`src/rtl/puf_challenge_sequencer.sv`:
```
// rtl/puf_challenge_sequencer.sv - ring-oscillator PUF challenge sequencer
// Walks challenge pairs, times each measurement window and builds the response word.
module puf_challenge_sequencer #(
    parameter int NUM_BITS = 16,
    parameter int WINDOW   = 4095,
    parameter int SETTLE   = 2,
    parameter int HOLD     = 2
) (
    input  logic                clock,
    input  logic                reset,
    input  logic                start,
    input  logic [3:0]          stride,
    output logic [3:0]          select1,
    output logic [3:0]          select2,
    output logic                ro_enable,
    output logic                ctr_reset,
    output logic                ctr_enable,
    input  logic [11:0]         count1,
    input  logic [11:0]         count2,
    output logic                busy,
    output logic [NUM_BITS-1:0] response,
    output logic [NUM_BITS-1:0] tie_mask,
    output logic                sat,
    output logic                response_valid,
    input  logic                response_ack
);

    typedef enum logic [2:0] {
        IDLE,
        SELECT,
        MEASURE,
        HOLDOFF,
        SAMPLE,
        DONE
    } state_t;

    state_t      state;
    state_t      state_next;
    logic [11:0] timer;
    logic        timer_done;
    logic [3:0]  idx;
    logic [3:0]  idx_next;
    logic [3:0]  stride_eff;
    logic        last_bit;

    assign stride_eff = (stride == 4'd0) ? 4'd1 : stride;
    assign last_bit   = (idx == 4'(NUM_BITS - 1));

    // One shared timer measures the settle, window and hold phases; it restarts on every state change.
    always_comb begin
        timer_done = 1'b0;
        case (state)
            SELECT:  timer_done = (timer == 12'(SETTLE - 1));
            MEASURE: timer_done = (timer == 12'(WINDOW - 1));
            HOLDOFF: timer_done = (timer == 12'(HOLD - 1));
            default: timer_done = 1'b0;
        endcase
    end

    always_comb begin
        state_next = state;
        idx_next   = idx;
        case (state)
            IDLE: begin
                if (start) begin
                    state_next = SELECT;
                    idx_next   = 4'd0;
                end
            end
            SELECT:  if (timer_done) state_next = MEASURE;
            MEASURE: if (timer_done) state_next = HOLDOFF;
            HOLDOFF: if (timer_done) state_next = SAMPLE;
            SAMPLE: begin
                if (last_bit) begin
                    state_next = DONE;
                end else begin
                    state_next = SELECT;
                    idx_next   = idx + 4'd1;
                end
            end
            DONE:    if (response_ack) state_next = IDLE;
            default: state_next = IDLE;
        endcase
    end

    // Outputs are decoded from the next state and registered, so they change with the state itself.
    always_ff @(posedge clock) begin
        if (reset) begin
            state          <= IDLE;
            timer          <= 12'd0;
            idx            <= 4'd0;
            select1        <= 4'd0;
            select2        <= 4'd0;
            ro_enable      <= 1'b0;
            ctr_reset      <= 1'b1;
            ctr_enable     <= 1'b0;
            busy           <= 1'b0;
            response       <= '0;
            tie_mask       <= '0;
            sat            <= 1'b0;
            response_valid <= 1'b0;
        end else begin
            state <= state_next;
            timer <= (state_next != state) ? 12'd0 : timer + 12'd1;

            if (state_next == SELECT && state != SELECT) begin
                idx     <= idx_next;
                select1 <= idx_next;
                select2 <= idx_next + stride_eff;
            end

            if (state == IDLE && start) begin
                response <= '0;
                tie_mask <= '0;
                sat      <= 1'b0;
            end

            if (state == SAMPLE) begin
                for (int i = 0; i < NUM_BITS; i++) begin
                    if (idx == 4'(i)) begin
                        response[i] <= (count1 > count2);
                        tie_mask[i] <= (count1 == count2);
                    end
                end
                sat <= sat | (count1 == 12'hFFF) | (count2 == 12'hFFF);
            end

            busy           <= (state_next == SELECT) || (state_next == MEASURE) ||
                              (state_next == HOLDOFF) || (state_next == SAMPLE);
            ro_enable      <= (state_next == MEASURE) || (state_next == HOLDOFF) ||
                              (state_next == SAMPLE);
            ctr_reset      <= (state_next == IDLE) || (state_next == SELECT) ||
                              (state_next == DONE);
            ctr_enable     <= (state_next == MEASURE);
            response_valid <= (state_next == DONE);
        end
    end

endmodule

```
`config.mk`:
```
export PLATFORM = sky130hd
export DESIGN_NAME = puf_challenge_sequencer
export DESIGN_NICKNAME = d
export VERILOG_FILES = /design/src/rtl/puf_challenge_sequencer.sv
export SDC_FILE = /design/constraint.sdc
export NUM_CORES = 1
export LEC_CHECK = 0
export ABC_CLOCK_PERIOD_IN_PS = 3800
export CELL_PAD_IN_SITES_DETAIL_PLACEMENT = 1
export CELL_PAD_IN_SITES_GLOBAL_PLACEMENT = 2
export CORE_MARGIN = 4
export CORE_UTILIZATION = 28
export DETAILED_ROUTE_END_ITERATION = 16
export PLACE_DENSITY_LB_ADDON = 0.1
export SETUP_SLACK_MARGIN = 0.15
export SLEW_MARGIN = 10
export SYNTH_ARGS = -nofsm -noshare
export SYNTH_HDL_FRONTEND = slang
export SYNTH_SLANG_ARGS = --single-unit
export TNS_END_PERCENT = 20
```
`constraint.sdc`:
```
create_clock -name clock -period 3.8 [get_ports clock]
set_clock_uncertainty 0.15 [all_clocks]
set_input_delay 0.76 -clock clock [delete_from_list [all_inputs] [get_ports clock]]
set_output_delay 0.76 -clock clock [all_outputs]
set_load 0.005 [all_outputs]
```
; After elaboration in Yosys (flattened, before gate mapping)
; Index checks and enable logic that the tools add are counted.
; W data, S select, Z words.
[classes]
n_addsub = 3
eq_ne = 32
magnitude_cmp = 1
n_reduce_logical = 16
bitwise_logic = 2
mux = 50
[ops]
columns = cell, count
row1 = $mux W16, 4
row2 = $eq A12 B12 Y1 const B, 3
row3 = $mux W1, 34
row4 = $eq A4 B4 Y1 const B, 8
row5 = $mux W3, 6
row6 = $pmux W3 S6, 1
row7 = $eq A4 B3 Y1 const B, 4
row8 = $add A12 B1 Y12 const B, 1
row9 = $eq A12 B1 Y1 const B, 1
row10 = $eq A12 B12 Y1, 1
row11 = $eq A3 B2 Y1 const B, 4
row12 = $eq A3 B3 Y1 const B, 4
row13 = $gt A12 B12 Y1, 1
row14 = $mux W4, 3
row15 = $eq A4 B2 Y1 const B, 2
row16 = $logic_not A4 Y1, 2
row17 = $pmux W4 S2, 1
row18 = $logic_or A1 B1 Y1, 7
row19 = $eq A3 B1 Y1 const B, 2
row20 = $logic_not A3 Y1, 2
row21 = $add A4 B1 Y4 const B, 1
row22 = $add A4 B4 Y4, 1
row23 = $eq A4 B1 Y1 const B, 1
row24 = $reduce_or A2 Y1, 2
row25 = 6 further kinds, 8
[word_totals]
reg_bits = 61
elab_cells = 116
input_bits = 32
out_inout_bits = 46

; Logic depth before layout (Yosys ltp)
[depth]
word_depth = 9
depth_mapped = 13
depth_no_buf = 11

; Worst setup path after synthesis
; Ideal clock, no wire load.
[synth_path]
path_kind = input-to-reg
startpoint = input start
endpoint = register select2[3]
path_slack_ps = 1014
setup_time_ps = 91
cell_stages = 10
required_time_ps = 3559
t_arrival_ps = 2545
path_buffers = 1
path_cell_list = nand3b_1 -> clkbuf_1 -> nand3_1 -> nand2_1 -> ha_1 -> a21o_1 -> a21oi_1 -> xnor2_1 -> or3_1 -> a311oi_1
[synth_via]
elab_cells_between_ends = 7
classes_between = add/sub: 1 / eq/ne: 1 / mux: 4 / reduce/logical: 1
[synth_rtl]
columns = item, line_no
row1 = from (decl), 11  ; input logic start,
row2 = $mux W4, 65  ; if (start) begin
row3 = $pmux W4 S2, 63  ; case (state)
row4 = net idx_next[1], 42  ; logic [3:0] idx_next;
row5 = $add A4 B4 Y4, 109  ; select2 <= idx_next + stride_eff;
row6 = to (signal assigned), 109
row7 = to (decl), 14  ; output logic [3:0] select2,
; The timed path passes the listed nets, and every way through them passes these cells.
; A chain may end at the register's enable or synchronous reset.

; Worst setup path in the final report
[layout_path]
startpoint = register idx[1]
endpoint = register select2[3]
[layout_via]
elab_cells_between_ends = 10
classes_between = add/sub: 2 / eq/ne: 2 / mux: 5 / reduce/logical: 1
[layout_rtl]
columns = item, line_no
row1 = from (decl), 41  ; logic [3:0] idx;
row2 = from (signal assigned), 107  ; idx <= idx_next;
row3 = $eq A4 B4 Y1, 47  ; assign last_bit = (idx == 4'(NUM_BITS - 1));
row4 = $mux W4, 74  ; if (last_bit) begin
row5 = $pmux W4 S2, 63
row6 = net idx_next[0], 42
row7 = $add A4 B4 Y4, 109
; The timed path passes the listed nets, and every way through them passes these cells.

==> metrics.md <==
| Metric | Value |
|---|---|
| Yosys Warn Count | `0` |
| Die width | `110.7 um` |
| RSZ-0062 raised after global routing | `false` |
| Asr flop ratio synth | `0%` |
| Final ANT Viol Nets | `0` |
| Sequential fraction of the synthesis area | `41.34%` |
| Syn Area/Cell | `8.229 um2` |
| Worst-path maximum fanout | `7` |
| Final setup viols | `0` |
| Synth Instances | `359` |
| Count of different cell masters after synthesis | `43` |
| Ys flop type | `dfxtp_1` |
| # nets final | `489` |
| DRC violation count after routing | `0` |
| Final slew viol count | `0` |
| Period minus WS final | `3135 ps` |
| CP Capture Type | `flip-flop` |
| Slew margin rel. | `54.24%` |
| CP Launch Type | `flip-flop` |
| 1st-iter DRT viols | `62` |
| Crit path buf inv count | `0` |
| Worst hold path stage count | `2` |
| Max Cap Viol | `0` |
| Status | `finished, final reports clean` |
| First-pass GRT wire length | `14.68 mm` |
| Final design utilization | `39.27%` |
| Core area | `10,280 um2` |
| CP peak stage delay | `470 ps` |
| Filler Cells Inserted | `1,240` |
| Initial core utilization | `28.74%` |
| Leakage | `0.001512 uW` |
| Max VDD drop | `0.1121 mV` |
| CP required | `3890 ps` |
| RD Place Congestion | `0.8155` |
| #FFs+latches synth | `61` |
| Share of the synthesized area in the top cell type | `41.34%` |
| Residual overflow from global routing | `0` |
| Later-pin clock latency in the skew report | `340 ps` |
| CP arrival | `3230 ps` |
| Most frequent cells in the layout | `clkdlybuf4s50_1 (77), dfxtp_1 (61), nor2_1 (56), nand3_1 (39), ha_1 (20)` |
| CP max stage cell | `dfxtp_1` |
| PD cells | `327.3 nW/um2` |
| Post-synthesis net count | `412` |
| Final worst path period share | `82.51%` |
| CTS tree | `yes` |
| Final Hold Fails | `0` |
| Antenna diode instance count | `0` |
| Top Family by Delay on Critical Path | `simple AND/OR/NAND/NOR gates` |
| Top Ports | `78` |
| Worst path cell trace | `ha_1 > nand3_1 > nand2_1 > nand2_1 > o21ai_0 > ha_1 > a21o_1 > a21oi_1 > xnor2_1 > or3_1 > a311oi_1` |
| Share of cells above drive strength 1 | `6.349%` |
| Area delta synth->final | `36.64%` |
| FP Rows | `37` |
| Start-to-end type of the worst setup path | `reg -> reg` |
| Most common cell after layout, fill and taps aside | `clkdlybuf4s50_1` |
| Hold crit path type | `reg -> reg` |
| WL/cell | `15.05 um` |
| Die height | `110.7 um` |
| Port Buffers | `77` |
| Dominant cells by area after synthesis | `dfxtp_1 (41%), ha_1 (8.5%), nor2_1 (7.1%), nand3_1 (6.6%), nand4_1 (3.8%)` |
| Worst-Margin Slew | `686.4 ps` |
| Hold_buf cts | `0` |
| Max Root-Sink Buffers | `2` |
| Via Count | `2,771` |
| Die ar. | `12,260 um2` |
| Worst path depth | `11` |
| GRT Total Usage | `14.56%` |
| Drt first pass iters | `4` |
| Via/cell ratio | `4.802` |
| H-tree depth | `3` |
| Cell taking the most area after synthesis | `dfxtp_1` |
| Sum of negative setup slack | `0 ps` |
| Setup bufs post-CTS | `0` |
| Path depth of the worst reg2reg path | `11` |
| HPWL after DPL | `6.654 mm` |
| Clk sink count | `61` |
| Max Fclk | `318.9 MHz` |
| Drt total wl | `8.685 mm` |
| Post-synth EDFFs | `0` |
| Number of global-route vias before repair | `2,958` |
| Post_cts resized | `0` |
| Largest net degree at the start of global routing | `20` |
| CTS buffer count | `9` |
| Mapped Area | `2954 um2` |
| Initial antenna violation count | `0` |
| CTS Root Cell | `clkbuf_8` |
| Clock Pin Slew Worst Setup and Hold Paths | `80 ps` |
-- power by group --
group	internal, uW	switching [uW]
Combinational	71.3	76.7
Sequential	647	8.21
Clock	253	264
Total	972	349
-- state kept, by name, indices dropped and copies added, names as in the netlist --
| register | count |
|---|---|
| state | 3 |
| response_valid | 1 |
| select2 | 4 |
| idx | 4 |
| tie_mask | 16 |
| sat | 1 |
| timer | 12 |
| response | 16 |
| busy | 1 |
| ctr_enable | 1 |
| ro_enable | 1 |
| ctr_reset | 1 |
-- metal layers --
layer,up-vias,routed length (um),GRT usage (%)
met1,1293,4250,19.09
met3,8,366,4.203
met2,49,3975,23.26
met5,-,0,0
met4,0,92,4.269
li1,1421,-,-
-- worst min-delay path: stages, from the launching register on --
cell	delay, ps
dfxtp_1	320
nand3_1	60
o21ai_1	50
-- stage by stage --
step | setup WS, ps | area (um2) | cells | hold slack (ps) | total power, uW
2_1_floorplan | 1014 | 2954 | 359 | 293.5 | 742.6
3_3_place_gp | 605.5 | 3867 | 561 | 302.4 | 818.2
3_5_place_dp | 468.6 | 3867 | 561 | 309.6 | 820.8
4_1_cts | 659.9 | 4036 | 577 | 320.2 | 1347
5_1_grt | 345.0 | 4036 | 577 | 343.6 | 1392
6_report | 664.7 | 4036 | 577 | 315.9 | 1321
-- Yosys cell counts, types with 2 or more instances --
| library cell | n |
|---|---|
| nor2_1 | 56 |
| nand2_1 | 16 |
| clkbuf_1 | 13 |
| nand4_1 | 18 |
| xor2_1 | 7 |
| buf_2 | 4 |
| a211oi_1 | 3 |
| nand3_1 | 39 |
| o21ai_0 | 18 |
| nor3_1 | 7 |
| mux2i_1 | 2 |
| nand3b_1 | 2 |
| dfxtp_1 | 61 |
| a21oi_1 | 16 |
| o211ai_1 | 2 |
| or3_1 | 2 |
| xnor2_1 | 5 |
| and2_1 | 2 |
| o21ai_1 | 3 |
| nor2b_1 | 5 |
| a31oi_1 | 16 |
| inv_1 | 19 |
| nor4_1 | 4 |
| ha_1 | 20 |
-- area by class of cell --
type                    instances  area (um2)  share of cell area (%)
clock inverters                 4       23.77                  0.5890
flip-flops and latches         61        1221                   30.25
repair buffers                 84       823.3                   20.40
clock buffers                  12       145.1                   3.596
multi-input cells             260        1578                   39.09
inverters                      20       75.07                   1.860
well taps                     136       170.2                   4.216
-- final timing paths --
kind / start / endpoint / slack, ps
hold / removal: response[7] / response[7] / 320
setup reg to reg: idx[1] / select2[3] / 660
setup / recovery: idx[1] / select2[3] / 660
hold reg to reg: response[7] / response[7] / 320
-- cell families (layout without fill, tap and decap cells) --
group	count (synthesis)	after routing	synth area share [%]
flops	61	61	41.34
compound gates	63	63	13.00
mux	2	2	0.6777
buf+inv	38	120	5.252
simple gates	162	162	27.02
fa+ha+maj	21	21	9.149
xor+xnor	12	12	3.558
No activity file was read; power rests on OpenSTA's default activity.
